[config.mk]
export PLATFORM = sky130hd
export DESIGN_NAME = demultiplexer_1x4
export DESIGN_NICKNAME = d
export VERILOG_FILES = /design/src/rtl/demultiplexer_1x4.sv
export SDC_FILE = /design/constraint.sdc
export NUM_CORES = 1
export LEC_CHECK = 0
export ABC_AREA = 1
export CELL_PAD_IN_SITES_DETAIL_PLACEMENT = 0
export CELL_PAD_IN_SITES_GLOBAL_PLACEMENT = 1
export CORE_MARGIN = 4
export CORE_UTILIZATION = 36
export CTS_CLUSTER_SIZE = 28
export DETAILED_ROUTE_END_ITERATION = 8
export GPL_ROUTABILITY_DRIVEN = 0
export PLACE_DENSITY = 0.79
export SLEW_MARGIN = 40
export SYNTH_ARGS = -nofsm -noshare
export SYNTH_HDL_FRONTEND = slang
export SYNTH_SLANG_ARGS = --single-unit
[constraint.sdc]
create_clock -name clk -period 2.3 [get_ports clk]
set_input_delay 0.69 -clock clk [delete_from_list [all_inputs] [get_ports clk]]
set_output_delay 0.69 -clock clk [all_outputs]
set_load 0.05 [all_outputs]
[src/rtl/demultiplexer_1x4.sv]
`timescale 1ns/1ps
`default_nettype none
// ============================================================================
// Module      : demultiplexer_1x4
// Description : Registered 1-to-4 stream demultiplexer. One valid/ready input
//               is steered to one of four valid/ready output channels chosen
//               by a 2-bit select. Broadcast mode loads all four channels at
//               once. Each channel has a single-entry holding register and a
//               wrapping delivered-word counter for debug.
//
// Ports       : clk                  rising-edge clock
//               rst_n                asynchronous active-low reset
//               in_valid/in_ready    upstream handshake (in_ready is combinational)
//               in_data [WIDTH]      upstream word
//               s [2]                destination channel select
//               bcast                1 = deliver to all four channels, overrides s
//               out_valid [4]        per-channel holding register full
//               out_ready [4]        per-channel consumer accept
//               out_data0..3 [WIDTH] per-channel holding registers
//               cnt0..3 [CNT_W]      per-channel delivered-word counters
//
// Revision    : 1.0  initial release
// ============================================================================
module demultiplexer_1x4 #(
  parameter int WIDTH = 8,
  parameter int CNT_W = 8
) (
  input  logic             clk,
  input  logic             rst_n,
  input  logic             in_valid,
  output logic             in_ready,
  input  logic [WIDTH-1:0] in_data,
  input  logic [1:0]       s,
  input  logic             bcast,
  output logic [3:0]       out_valid,
  input  logic [3:0]       out_ready,
  output logic [WIDTH-1:0] out_data0,
  output logic [WIDTH-1:0] out_data1,
  output logic [WIDTH-1:0] out_data2,
  output logic [WIDTH-1:0] out_data3,
  output logic [CNT_W-1:0] cnt0,
  output logic [CNT_W-1:0] cnt1,
  output logic [CNT_W-1:0] cnt2,
  output logic [CNT_W-1:0] cnt3
);

  localparam int c_NUM_CH = 4;

  logic [c_NUM_CH-1:0] r_valid;
  logic [WIDTH-1:0]    r_data [c_NUM_CH];
  logic [CNT_W-1:0]    r_cnt  [c_NUM_CH];

  logic [c_NUM_CH-1:0] w_free;
  logic [c_NUM_CH-1:0] w_drain;
  logic [c_NUM_CH-1:0] w_load;
  logic                w_all_free;
  logic                w_sel_free;
  logic                w_in_fire;

  // A channel can take a word if it is empty or is being emptied this cycle;
  // the latter gives back-to-back throughput through the single entry.
  assign w_free     = ~r_valid | out_ready;
  assign w_drain    = r_valid & out_ready;
  assign w_all_free = &w_free;
  assign w_sel_free = w_free[s];

  // Broadcast is all-or-nothing: a single stalled channel holds the word.
  // in_data is deliberately absent from this path.
  assign in_ready  = bcast ? w_all_free : w_sel_free;
  assign w_in_fire = in_valid & in_ready;

  generate
    for (genvar k = 0; k < c_NUM_CH; k++) begin : g_load
      assign w_load[k] = w_in_fire & (bcast | (s == 2'(k)));
    end
  endgenerate

  // Holding registers and valid flags. A load wins over a drain so that a
  // channel being emptied and refilled in the same cycle stays valid.
  always_ff @(posedge clk or negedge rst_n) begin
    if (!rst_n) begin
      r_valid <= '0;
      for (int k = 0; k < c_NUM_CH; k++) begin
        r_data[k] <= '0;
      end
    end else begin
      for (int k = 0; k < c_NUM_CH; k++) begin
        if (w_load[k]) begin
          r_valid[k] <= 1'b1;
          r_data[k]  <= in_data;
        end else if (w_drain[k]) begin
          r_valid[k] <= 1'b0;
        end
      end
    end
  end

  // Delivered-word counters wrap naturally at 2^CNT_W.
  always_ff @(posedge clk or negedge rst_n) begin
    if (!rst_n) begin
      for (int k = 0; k < c_NUM_CH; k++) begin
        r_cnt[k] <= '0;
      end
    end else begin
      for (int k = 0; k < c_NUM_CH; k++) begin
        if (w_drain[k]) begin
          r_cnt[k] <= r_cnt[k] + CNT_W'(1);
        end
      end
    end
  end

  assign out_valid = r_valid;
  assign out_data0 = r_data[0];
  assign out_data1 = r_data[1];
  assign out_data2 = r_data[2];
  assign out_data3 = r_data[3];
  assign cnt0      = r_cnt[0];
  assign cnt1      = r_cnt[1];
  assign cnt2      = r_cnt[2];
  assign cnt3      = r_cnt[3];

endmodule
`default_nettype wire

==> results.toml <==
[critical_path]
crit_path_start_kind = "primary input"
ff2ff_setup_slack_ns = 0.26
critPathKind = "in -> out"
cp-end-kind = "primary output"
cp.arrival_ns = 1.58
cp_max_fo = 3
crit_required_ns = 1.61

[grt]
grt_max_degree = 69
grt_usage_pct = 15.2
antenna_found_initial = 0
overflow = 0
grt_pass1_vias = 2520
grt_pass1_wl_um = 12100

[cts]
clk_latency_ns = 0.34
clockBufferDepth = 2
cts_buffers = 9
cts_hold_buf = 0
htree_levels = 3
clk_pin_slew_ns = 0.08
tritoncts = "built"
cts_root_buf = "clkbuf_8"
cts.sinks = 68

[floorplanning]
start_util_pct = 37.2
io-pin-count = 87
die_y_um = 100
rows = 33
die_w_um = 100
design.core.area_um2 = 8260
floorplan.die_area_um2 = 10100

[hold_path]
hp-class = "in -> async"

[cells_and_area]
final_common_cell = "nand2_1"
num_antenna_cells = 0
stdcell_count = 542
final_area_um2 = 4540
layout_common_cells = "102 x nand2_1, 68 x dfrtp_1, 61 x clkdlybuf4s50_1"
n_fill_cell = 770
nets = 454
drive_gt1_share_pct = 18.1
area_growth_pct = 47.6

[drt]
drt_first_pass_iters = 4
vias = 2563
viasPerCell = 4.73
wl_per_cell_um = 14.2
ant_nets = 0
routed_wl_um = 7720
drc = 0
first_iter_violations = 67

[power]
max-vdd-ir-drop_uv = 641
p_leak_nw = 2.36
p_per_area_nw_per_um2 = 1260

[synth]
synth_area_um2 = 3080
netlist_top_cells_area = "dfrtp_1 55%, nand2_1 13%, nand4_1 7.7%, xor2_1 4.6%, xnor2_1 3.4%"
syn_inst = 314
syn_nets = 336
synth_seq_cells = 68
synth_top_area_share_pct = 55.3
syn-mean-instance-area_um2 = 9.79
ys_seq_area_share_pct = 55.3
ys_types = 23
yosys.area.top_type = "dfrtp_1"
yosysWarnings = 0

[timing]
max_freq_mhz = 441
slew_violations = 0
slew_headroom_pct = 64.3
finalCritPeriodShare_pct = 98.7
layout_min_cycle_time_ns = 2.27
final-hold-violation-count = 0
rsz0062_at_grt = "true"
setup_viol = 0
tightest_slew_ns = 0.534
skew_ns = 0.0134

[outcome]
status = "finished, final reports clean"

[placed_design]
dp.cells = 513
place_area_um2 = 4150
portBuffers = 86
dp_hpwl_um = 5130

[flow_run]
maxCapViolCount = 0
-- worst max-delay path: stages --
cell and delay, ns:
clkdlybuf4s15_2 0.20, buf_4 0.15, o21ai_4 0.17, nand2_2 0.09, nand2_4 0.10, nor2_8 0.04
buf_12 0.14
-- report_power, final --
part	internal, mW	leakage (nW)	switching (mW)
clock network	0.528	0.0983	0.456
logic	0.938	1.41	1.93
registers	1.56	0.849	0.301
total	3.03	2.36	2.69
-- path summary, 6_finish.rpt --
check,startpoint,end,cells after the start
max,s[1],in_ready,7
min,rst_n,out_data2[1],2
max reg2reg,out_valid[2],out_valid[1],15
min reg2reg,cnt3[7],cnt3[7],1
max in group asynchronous,rst_n,cnt2[6],2
min in group clk,cnt3[7],cnt3[7],1
-- cells by family after synthesis --
| logic type | synth area share (%) |
|---|---|
| XOR/XNOR | 7.97 |
| flip-flops | 55.3 |
| AO/OA/AOI/OAI | 1.14 |
| buffers and inverters | 4.96 |
| adder cells (fa/ha/maj) | 1.63 |
| multiplexers | 0.366 |
| AND/OR/NAND/NOR | 28.6 |
-- layer usage --
metal / part of all wire [%] / GRT usage [%] / vias up / wire length (µm)
met2: 46 / 22.5 / 79 / 3560
met4: 1.0 / 5.08 / 0 / 81
met5: 0 / 0 / - / 0
met3: 8.2 / 5.42 / 8 / 631
li1: - / - / 1275 / -
met1: 45 / 20.7 / 1201 / 3450
-- final cells by class --
type                            count  area (µm²)  area share (%)
Clock buffer                       10         138            3.03
Tap cell                          105         131            2.89
Timing Repair Buffer              111        1100            24.3
Clock inverter                      6        63.8            1.41
Multi-Input combinational cell    216        1300            28.7
Inverter                           26         100            2.21
Sequential cell                    68        1700            37.5
-- through the flow --
step / total power, mW / hold WS (ns) / utilization, % / setup TNS [ns] / worst slack (ns)
3_3_place_gp: 4.68 / 0.454 / 50.3 / -2.63 / -0.321
5_1_grt: 6.04 / 0.375 / 55.0 / -0.583 / -0.0464
6_report: 5.71 / 0.351 / 55.0 / 0 / 0.0303
4_1_cts: 5.74 / 0.363 / 53.6 / 0 / 0.00129
3_5_place_dp: 4.71 / 0.457 / 50.3 / -3.43 / -0.336
2_1_floorplan: 3.71 / 0.394 / - / 0 / 0.0800
-- sequential cells by signal (all words and copies together), names as in the netlist --
signal and cells:
out_valid 4, out_data0 8, cnt2 8, out_data1 8, cnt3 8, cnt1 8, out_data3 8, out_data2 8
cnt0 8
-- cells in the mapped netlist, drive strengths merged --
library cell / instances
buf: 5
clkbuf: 3
dfrtp: 68
ha: 4
inv: 26
mux2: 1
nand2: 112
nand3: 5
nand4: 42
nor2: 12
nor3: 4
o21ai: 4
xnor2: 12
xor2: 16
-- what timing repair did --
action | in CTS | in global routing
hold endpoints to repair | 0 | 0
gates cloned | 0 | 4
buffers inserted | 8 | 1
endpoints found under the setup margin | 2 | 47
pin swaps | 6 | 9
gates resized for setup | 16 | 20
No activity file was read; power rests on OpenSTA's default activity.
